**src/rtl/fp_divider.sv**
```systemverilog
// fp_divider: sequential IEEE-754 single-precision divider using a 25-step restoring mantissa divide
module fp_divider (
    input  logic        clk,
    input  logic        reset,
    input  logic        enable,
    input  logic [31:0] in1,
    input  logic [31:0] in2,
    output logic [31:0] out,
    output logic        overflow,
    output logic        div_by_zero,
    output logic        done,
    output logic        busy
);
    typedef enum logic [1:0] {IDLE, DIVIDE, FINISH} state_t;

    state_t      state_q, state_d;
    logic        en_q, en_d;
    logic [4:0]  cnt_q, cnt_d;
    logic [24:0] rem_q, rem_d;
    logic [24:0] q_q, q_d;
    logic [23:0] m2_q, m2_d;
    logic [7:0]  e1_q, e1_d, e2_q, e2_d;
    logic        sign_q, sign_d, z1_q, z1_d, z2_q, z2_d;
    logic [31:0] out_q, out_d;
    logic        ovf_q, ovf_d, dbz_q, dbz_d, done_q, done_d, busy_q, busy_d;
    logic        ge;
    logic [24:0] diff;
    logic [9:0]  e_w;
    logic        ovf_w;
    logic [22:0] mant_w;

    always_comb begin
        state_d = state_q;
        en_d    = enable;
        cnt_d   = cnt_q;
        rem_d   = rem_q;
        q_d     = q_q;
        m2_d    = m2_q;
        e1_d    = e1_q;
        e2_d    = e2_q;
        sign_d  = sign_q;
        z1_d    = z1_q;
        z2_d    = z2_q;
        out_d   = out_q;
        ovf_d   = ovf_q;
        dbz_d   = dbz_q;
        done_d  = 1'b0;
        busy_d  = busy_q;
        ge      = rem_q >= {1'b0, m2_q};
        diff    = ge ? rem_q - {1'b0, m2_q} : rem_q;
        e_w     = {2'b00, e1_q} - {2'b00, e2_q} + (q_q[24] ? 10'd127 : 10'd126);
        ovf_w   = ($signed(e_w) > 10'sd254) || ($signed(e_w) < 10'sd1);
        mant_w  = q_q[24] ? q_q[23:1] : q_q[22:0];
        case (state_q)
            IDLE: begin
                if (enable && !en_q) begin
                    sign_d  = in1[31] ^ in2[31];
                    e1_d    = in1[30:23];
                    e2_d    = in2[30:23];
                    z1_d    = in1[30:23] == 8'd0;
                    z2_d    = in2[30:23] == 8'd0;
                    m2_d    = {1'b1, in2[22:0]};
                    rem_d   = {2'b01, in1[22:0]};
                    q_d     = 25'd0;
                    cnt_d   = 5'd0;
                    busy_d  = 1'b1;
                    state_d = (in1[30:23] == 8'd0 || in2[30:23] == 8'd0) ? FINISH : DIVIDE;
                end
            end
            DIVIDE: begin
                rem_d   = {diff[23:0], 1'b0};
                q_d     = {q_q[23:0], ge};
                cnt_d   = cnt_q + 5'd1;
                state_d = cnt_q == 5'd24 ? FINISH : DIVIDE;
            end
            FINISH: begin
                out_d   = (z1_q && z2_q) ? 32'h7FC00000 :
                          z2_q ? {sign_q, 8'hFF, 23'd0} :
                          z1_q ? 32'd0 : {sign_q, e_w[7:0], mant_w};
                ovf_d   = !(z1_q || z2_q) && ovf_w;
                dbz_d   = z2_q;
                done_d  = 1'b1;
                busy_d  = 1'b0;
                state_d = IDLE;
            end
            default: state_d = IDLE;
        endcase
    end

    always_ff @(posedge clk or negedge reset) begin
        if (!reset) begin
            state_q <= IDLE;
            en_q    <= 1'b0;
            cnt_q   <= 5'd0;
            rem_q   <= 25'd0;
            q_q     <= 25'd0;
            m2_q    <= 24'd0;
            e1_q    <= 8'd0;
            e2_q    <= 8'd0;
            sign_q  <= 1'b0;
            z1_q    <= 1'b0;
            z2_q    <= 1'b0;
            out_q   <= 32'd0;
            ovf_q   <= 1'b0;
            dbz_q   <= 1'b0;
            done_q  <= 1'b0;
            busy_q  <= 1'b0;
        end else begin
            state_q <= state_d;
            en_q    <= en_d;
            cnt_q   <= cnt_d;
            rem_q   <= rem_d;
            q_q     <= q_d;
            m2_q    <= m2_d;
            e1_q    <= e1_d;
            e2_q    <= e2_d;
            sign_q  <= sign_d;
            z1_q    <= z1_d;
            z2_q    <= z2_d;
            out_q   <= out_d;
            ovf_q   <= ovf_d;
            dbz_q   <= dbz_d;
            done_q  <= done_d;
            busy_q  <= busy_d;
        end
    end

    assign out         = out_q;
    assign overflow    = ovf_q;
    assign div_by_zero = dbz_q;
    assign done        = done_q;
    assign busy        = busy_q;
endmodule

```
**config.mk**
```make
export PLATFORM = sky130hd
export DESIGN_NAME = fp_divider
export DESIGN_NICKNAME = d
export VERILOG_FILES = /design/src/rtl/fp_divider.sv
export SDC_FILE = /design/constraint.sdc
export NUM_CORES = 1
export LEC_CHECK = 0
export ABC_AREA = 1
export BUFFER_PORTS_ARGS = -buffer_cell sky130_fd_sc_hd__buf_2
export CAP_MARGIN = 20
export CORE_MARGIN = 5
export CORE_UTILIZATION = 63
export DETAILED_ROUTE_END_ITERATION = 7
export PLACE_DENSITY_LB_ADDON = 0.3
export SLEW_MARGIN = 25
export SYNTH_ARGS = -nofsm -noshare
export SYNTH_HDL_FRONTEND = slang
export SYNTH_SLANG_ARGS = --single-unit
```
**constraint.sdc**
```tcl
create_clock -name clk -period 5.8 [get_ports clk]
set_clock_uncertainty 0.05 [all_clocks]
set_input_delay 1.74 -clock clk [delete_from_list [all_inputs] [get_ports clk]]
set_output_delay 1.74 -clock clk [all_outputs]
set_load 0.03 [all_outputs]
```
# [Yosys cells after proc, flatten, opt, wreduce, memory -nomap -nowiden]
# Index checks and enable logic that the tools add are counted.
[op_classes] add_sub_neg=4 n_mux=19 n_bitwise=1 eq_ne=4 magnitude_cmp=3 reduce_logical=16
[op_table] op="$pmux W25 S2" n=2
[op_table] op="$mux W32" n=3
[op_table] op="$mux W25" n=2
[op_table] op="$ge A25 B24 Y1" n=1
[op_table] op="$mux W24" n=1
[op_table] op="$sub A24 B24 Y24" n=1
[op_table] op="$mux W23" n=1
[op_table] op="$logic_not A8 Y1" n=2
[op_table] op="$add A9 B8 Y10" n=1
[op_table] op="$gt A10 B9 Y1 const B" n=1
[op_table] op="$lt A10 B2 Y1 const B" n=1
[op_table] op="$pmux W5 S2" n=1
[op_table] op="$sub A8 B8 Y9" n=1
[op_table] op="$mux W2" n=3
[op_table] op="$reduce_and A2 Y1" n=3
[op_table] op="$add A5 B1 Y5 const B" n=1
[op_table] op="$eq A5 B5 Y1 const B" n=1
[op_table] op="$mux W5" n=1
[op_table] op="$pmux W2 S2" n=1
[op_table] op="$reduce_bool A2 Y1" n=2
[op_table] op="$logic_and A1 B1 Y1" n=3
[op_table] op="$logic_or A1 B1 Y1" n=3
[op_table] op="$mux W1" n=3
[op_table] op="$eq A2 B1 Y1 const B" n=1
[op_table] op="other kinds (6)" n=7
[totals] input_bits=67 regBits=137

# [Logic depth before layout (Yosys ltp)]
# Gate-level depths: netlist of the first run.
[depth] depth_word=5 ltp_mapped=18 depth_no_buf=18

# [Worst setup path before layout of the first run]
# No wires, ideal clock.
[synth_timing] path_kind="input-to-reg" startpoint="in enable" endpoint="reg q_q[10]" stages=9 path_buffers=2 arrival_ns=2.749 setup_slack_ns=2.868 cell_sequence="inv_1 nor2_1 nand2_1 inv_2 nor2_4 inv_2 buf_2 buf_2 o22ai_1"
[synth_via] elab_chain_len=3
[synth_lines] item="from (decl)" line="5" rtl="input logic enable,"
[synth_lines] item="$logic_and A1 B1 Y1" line="56" rtl="if (enable && !en_q) begin"
[synth_lines] item="$ne A2 B2 Y1 (no line)"
[synth_lines] item="$reduce_and A2 Y1 (no line)"
[synth_lines] item="to (signal assigned)" line="113" rtl="q_q <= q_d;"
[synth_lines] item="to (decl)" line="20" rtl="logic [24:0] q_q, q_d;"
# Every way passes these cells.
# A chain may end at the register's enable or synchronous reset.

# [Worst setup path after layout of the first run]
[layout_timing] startpoint="in enable" endpoint="reg rem_q[19]"
[layout_via] elab_chain_len=3
[layout_lines] item="$logic_and A1 B1 Y1" line="56"
[layout_lines] item="$ne A2 B2 Y1 (no line)"
[layout_lines] item="$reduce_and A2 Y1 (no line)"
[layout_lines] item="to (signal assigned)" line="112" rtl="rem_q <= rem_d;"
[layout_lines] item="to (decl)" line="19" rtl="logic [24:0] rem_q, rem_d;"
# Every way passes these cells.

==> reports/qor.csv, run 1 <==
stage,metric,value,unit
sta,min_period,3.02,ns
sta,maxSlewViolCount,0,
global_route,grt_pass1_vias,7635,
die,die_w,124,microns
sta,finalSetupViolCount,0,
placement,numPortBuffers,102,
clocking,clk_path_buf_depth,2,
worst_hold_path,hold_end,div_by_zero$_DFFE_PN0P_,
yosys,yosysSeqAreaShare,0.418,
finish,drive_above_1_share,0.142,
clocking,root_buffer,clkbuf_16,
yosys,synth_edf_count,0,
sta,slew-limit-headroom,0.400,
power,swShare,0.499,
sta,tns,0,ns
critical_path,crit_type,primary input to register,
critical_path,cp_max_fo,44,
yosys,yosysWarnings,0,
finish,area_growth,14.5,%
power,combinationalPowerShare,0.606,
worst_hold_path,min-delay-start,div_by_zero$_DFFE_PN0P_,
critical_path,cp_data_arrival_time,3.29,ns
routing,ant_nets,0,
power,clkPwrFrac,0.164,
global_route,grt_usage,0.284,
yosys,syn_inst,1107,
placement,hpwl,14.3,mm
finish,fin_nets,1299,
clocking,numCtsBuffers,17,
global_route,grt.overflow.total,0,
yosys,netlist_area,8210,sq um
critical_path,reg2reg_from,rem_q[20]$_DFFE_PN0P_,
yosys,synth.area.top_cells,"dfrtp_1, nand2_1, o21ai_0",
clocking,hold_buffers,0,
flow_run,cap_violations,0,
sta,finalCritPeriodShare,0.520,
routing,vias,7684,
finish,multi_input_area,4020,sq um
critical_path,timing.rr.end,rem_q[7]$_DFFE_PN0P_,
yosys,ys_async_sr_fraction,1.00,
yosys,ys_top_cells_by_count,"nand2_1, inv_1, dfrtp_1",
power,p_switching,0.00332,W
yosys,syn-num-nets,1212,
die,num_rows,41,
yosys,synth_top_cell_by_area,dfrtp_1,
routing,dr.pass1.iters,7,
finish,antennaDiodeCount,0,
critical_path,worstPathRequired,6.08,ns
routing,wirelength,20.4,mm
yosys,synth.avg_cell_area,7.41,sq um
sta,fmax,0.332,GHz
power,seq_power_share,0.231,
critical_path,r2r_cells,11,
status,status,"finished, final reports clean",
die,fp.dieH,124,microns
finish,n_fill_cell,1007,
finish,fin_cells,1379,
worst_hold_path,min_delay_path_depth,2,
yosys,ys_types,45,
die,num_io_pins,103,
yosys,synth_flop_cell,dfrtp_1,
global_route,antenna_found_initial,0,
global_route,grt_first_pass_wirelength,34.5,mm
routing,drc,0,
clocking,cts.htree.levels,4,
yosys,yosysMostFrequentCell,nand2_1,
finish,regArea,3430,sq um
yosys,ys_seq_elements,137,
placement,place_congestion,0.948,
routing,detail_route.wl_per_cell,14.8,microns
die,initial_core_util,0.648,
clocking,post_cts_buffers,0,
clocking,cts_sinks,137,
clocking,clkSlewWorstSetupHoldPaths,0.06,ns
sta,hold_viol_final,0,
power,fin_total_pwr,0.00665,W
power,cellPowerDensity,708,nW/um^2
die,coreArea,12700,sq um
clocking,insertion_delay,0.43,ns
critical_path,cp-end-kind,register,
sta,tightest_slew,0.900,ns
power,p_int,0.00333,W
die,dieArea,15400,sq um
sta,rsz0062_at_grt,no,
global_route,grt_max_degree,100,
placement,place_inst,1347,
clocking,post_cts_resized,0,
critical_path,start_kind,primary input,
routing,drtIter0Drc,620,
critical_path,ff2ff_setup_slack,2.85,ns
yosys,synth_top_area_frac,0.418,
routing,viasPerCell,5.57,
power,ir_drop,0.375,mV
worst_hold_path,holdCritPathClass,register to register,
power,p_leak,4.79,nW
clocking,cts_tree,built,
flip-flops by register name (all words and copies together) (netlist names):
name	flops
q_q	25
m2_q	24
sign_q	1
z2_q	1
out	32
e2_q	8
cnt_q	5
done	1
z1_q	1
overflow	1
en_q	1
e1_q	8
busy	1
rem_q	25
div_by_zero	1
state_q	2
critical path: stages:
cell     delay (ns)
buf_2          0.10
inv_1          0.05
nor2_1         0.05
nand2_1        0.09
inv_2          0.05
nor2_4         0.30
inv_2          0.40
o21ai_0        0.31
inv_1          0.07
nand2_1        0.07
inv_1          0.04
area by class of cell:
class,count,area share
Clock buffer,18,0.0457
Clock inverter,14,0.0172
Inverter,156,0.0623
Multi-Input combinational cell,775,0.428
Sequential cell,137,0.365
Tap cell,172,0.0229
Timing Repair Buffer,107,0.0590
through the flow:
step,area (sq um),util,hold WS [ns],worst slack (ns)
floorplan,8210,-,0.376,2.87
global placement,8800,0.695,0.391,2.41
detailed placement,8800,0.695,0.407,2.39
CTS,9390,0.741,0.423,2.81
global route,9390,0.741,0.439,2.64
finish,9390,0.741,0.421,2.78
per-layer routing:
layer | up-vias | routed length [microns] | GRT usage
met2 | 220 | 10100 | 0.480
met4 | 0 | 583 | 0.114
met5 | - | 0 | 0
met1 | 3617 | 8610 | 0.351
li1 | 3790 | - | -
met3 | 57 | 1060 | 0.0668
power by group through the flow:
| stage | sequential (W) | combinational, W | clock, W |
|---|---|---|---|
| 6_report | 0.00153 | 0.00403 | 0.00109 |
| 5_1_grt | 0.00158 | 0.00457 | 0.00115 |
| 4_1_cts | 0.00153 | 0.00400 | 0.00110 |
| 3_5_place_dp | 0.00154 | 0.00395 | 0 |
| 3_3_place_gp | 0.00153 | 0.00385 | 0 |
| 2_1_floorplan | 0.00163 | 0.00301 | 0 |
how the worst max path moves through the flow:
stage | end | from
6_report | rem_q[19]$_DFFE_PN0P_ | enable
5_1_grt | rem_q[10]$_DFFE_PN0P_ | enable
4_1_cts | rem_q[10]$_DFFE_PN0P_ | enable
3_5_place_dp | rem_q[19]$_DFFE_PN0P_ | enable
3_3_place_gp | rem_q[10]$_DFFE_PN0P_ | enable
2_1_floorplan | q_q[10]$_DFFE_PN0P_ | enable
placed cells by master (no fill, tap or decap), types with 3 or more instances in the layout:
cell	instances
nand2_1	309
inv_1	147
dfrtp_1	137
o21ai_0	113
buf_2	101
nor2_1	66
nand3_1	65
a21oi_1	46
ha_1	36
nand4_1	26
o22ai_1	23
clkbuf_16	17
o21ai_1	12
inv_2	9
xor2_1	9
o211ai_1	8
o31ai_1	6
xnor2_1	6
nor2_2	5
nand2_2	5
o21bai_1	5
nor4_1	5
buf_4	5
inv_6	4
a21o_1	3
nor3_1	3
or2_2	3
clkinv_4	3
logic make-up (layout without fill, tap and decap cells):
group,after synthesis,after routing,share of synthesized area
AOI/OAI and AO/OA,224,224,0.151
xor gates and xnor gates,15,15,0.0160
adders and majority gates,38,38,0.0598
buffers and inverters,195,295,0.0933
DFF,137,137,0.418
muxes,1,1,0.00122
and+or+nand+nor,497,497,0.261
No activity file was read; power rests on OpenSTA's default activity.
==> run 2, diff against run 1 <==
--- a/config.mk
+++ b/config.mk
@@ -9,7 +9,7 @@
 export BUFFER_PORTS_ARGS = -buffer_cell sky130_fd_sc_hd__buf_2
 export CAP_MARGIN = 20
 export CORE_MARGIN = 5
-export CORE_UTILIZATION = 63
+export CORE_UTILIZATION = 59
 export DETAILED_ROUTE_END_ITERATION = 7
 export PLACE_DENSITY_LB_ADDON = 0.3
 export SLEW_MARGIN = 25
==> constraint.sdc (replaced) <==
create_clock -name clk -period 3.1 [get_ports clk]
set_clock_uncertainty 0.05 [all_clocks]
set_input_delay 0.93 -clock clk [delete_from_list [all_inputs] [get_ports clk]]
set_output_delay 0.93 -clock clk [all_outputs]
set_load 0.03 [all_outputs]
==> run 2 against run 1 <==
  * Combinational power rose by 88%
  * Worst hold slack got worse by 0.0098 ns
  * Clock-buffer cell count did not move
  * Critical path type is now register to register
  * Die area rose by 6.2%
  * Highest routed layer unchanged
  * Largest power group unchanged
==> reports/qor.csv, run 2 (synthesis results as in run 1) <==
stage,metric,value,unit
global_route,grt_pass1_vias,7499,
clocking,post_cts_resized,0,
clocking,root_buffer,clkbuf_16,
sta,fin_hold_ws,0.411,ns
power,ir_drop,0.643,mV
power,cellPowerDensity,1320,nW/um^2
critical_path,path_buf_inv,3,
sta,slew-limit-headroom,0.555,
routing,drc,0,
finish,fin_nets,1308,
die,initial_core_util,0.596,
placement,postPlaceCellArea,8890,sq um
sta,fmax,0.379,GHz
finish,multi_input_area,4020,sq um
finish,largest_reg_flops,32,
power,combinationalPowerShare,0.604,
die,fp.dieH,128,microns
routing,wirelength,20.6,mm
routing,drtIter0Drc,516,
critical_path,start_kind,register,
flow_run,cap_violations,0,
placement,hpwl,14.6,mm
finish,regArea,3430,sq um
critical_path,critical_path.slowest_cell,fa_1,
placement,place_inst,1364,
finish,fin_cells,1396,
finish,area_growth,15.9,%
global_route,grt_first_pass_wirelength,34.7,mm
finish,drive_above_1_share,0.148,
sta,rsz0062_at_grt,no,
die,coreArea,13800,sq um
placement,dp_slack,0.465,ns
global_route,grt_max_degree,79,
status,status,"finished, final reports clean",
routing,viasPerCell,5.50,
sta,tightest_slew,0.668,ns
finish,fin_area,9510,sq um
sta,hold_viol_final,0,
critical_path,crit_family,adder cells,
sta,setup_ws,0.462,ns
clocking,hold_buffers,0,
sta,min_period,2.64,ns
critical_path,cp_max_fo,3,
finish,n_fill_cell,1177,
clocking,numCtsBuffers,17,
clocking,insertion_delay,0.43,ns
sta,finalCritPeriodShare,0.851,
routing,ant_nets,0,
global_route,grt.overflow.total,0,
critical_path,worstPathRequired,3.37,ns
sta,tns,0,ns
global_route,grt_usage,0.263,
sta,finalSetupViolCount,0,
power,p_int,0.00634,W
power,clkPwrFrac,0.167,
clocking,post_cts_buffers,0,
power,seq_power_share,0.229,
finish,antennaDiodeCount,0,
global_route,antenna_found_initial,0,
critical_path,path_cells,"ha_1, inv_1, fa_1, inv_1, ha_1, a21boi_1, nand3_1, nor2_1, nand3_1, nand2_1, inv_1, a21oi_1, nand3_1, nand2_1, nand2_1",
finish,final_common_cell,nand2_1,
die,die_w,128,microns
critical_path,critical-path-max-stage-delay,0.42,ns
die,num_io_pins,103,
die,dieArea,16400,sq um
clocking,cts_sinks,137,
clocking,cts.htree.levels,4,
placement,numPortBuffers,102,
finish,final_cell_mix,"nand2_1, inv_1, dfrtp_1, o21ai_0, buf_2",
power,p_leak,4.85,nW
routing,vias,7673,
routing,detail_route.wl_per_cell,14.8,microns
power,swShare,0.496,
routing,dr.pass1.iters,5,
critical_path,cp_data_arrival_time,2.91,ns
placement,place_congestion,0.976,
critical_path,crit_type,register to register,
worst_hold_path,holdCritPathClass,register to register,
critical_path,cp-end-kind,register,
clocking,cts_tree,built,
power,p_switching,0.00623,W
die,num_rows,43,
sta,maxSlewViolCount,0,
clocking,clkSlewWorstSetupHoldPaths,0.07,ns
clocking,clk_path_buf_depth,2,
run 2: per-stage QoR:
step,utilization,power (W)
floorplan,-,0.00868
global placement,0.646,0.0102
detailed placement,0.646,0.0104
CTS,0.690,0.0126
global route,0.690,0.0138
finish,0.690,0.0126
run 2: worst register-to-register path: stages, from the launching register on:
cell and delay, ns:
dfrtp_1 0.38, ha_1 0.18, inv_1 0.09, fa_1 0.42
inv_1 0.10, ha_1 0.17, a21boi_1 0.25, nand3_1 0.13
nor2_1 0.19, nand3_1 0.12, nand2_1 0.08, inv_1 0.03
a21oi_1 0.13, nand3_1 0.11, nand2_1 0.07, nand2_1 0.04
run 2: cell type report:
type / instances / share of cell area
Multi-Input combinational cell: 775 / 0.423
Timing Repair Buffer: 116 / 0.0667
Clock buffer: 18 / 0.0462
Sequential cell: 137 / 0.361
Inverter: 156 / 0.0616
Clock inverter: 14 / 0.0184
Tap cell: 180 / 0.0237
run 2: worst paths after layout:
kind	startpoint	endpoint	slack, ns	cells past startpoint
max in group asynchronous	reset	rem_q[0]$_DFFE_PN0P_	1.88	2
min in group asynchronous	reset	out[30]$_DFFE_PN0P_	0.44	1
hold reg to reg	m2_q[23]$_DFFE_PN0P_	m2_q[23]$_DFFE_PN0P_	0.41	2
setup / recovery	e2_q[0]$_DFFE_PN0P_	overflow$_DFFE_PN0P_	0.46	15
hold / removal	m2_q[23]$_DFFE_PN0P_	m2_q[23]$_DFFE_PN0P_	0.41	2
setup reg to reg	e2_q[0]$_DFFE_PN0P_	overflow$_DFFE_PN0P_	0.46	15
run 2: power groups by stage:
stage	clock network, W	registers, W	logic (W)
final	0.00210	0.00288	0.00759
after global routing	0.00222	0.00295	0.00864
after CTS	0.00213	0.00287	0.00758
after detailed placement	0	0.00289	0.00749
after global placement	0	0.00287	0.00733
after floorplan	0	0.00304	0.00563
run 2: per-layer routing:
metal / wire length [microns] / GRT usage / part of all wire
met1: 8850 / 0.329 / 0.43
met2: 10300 / 0.461 / 0.50
met3: 1040 / 0.0438 / 0.051
met4: 408 / 0.0911 / 0.020
met5: 0 / 0 / 0
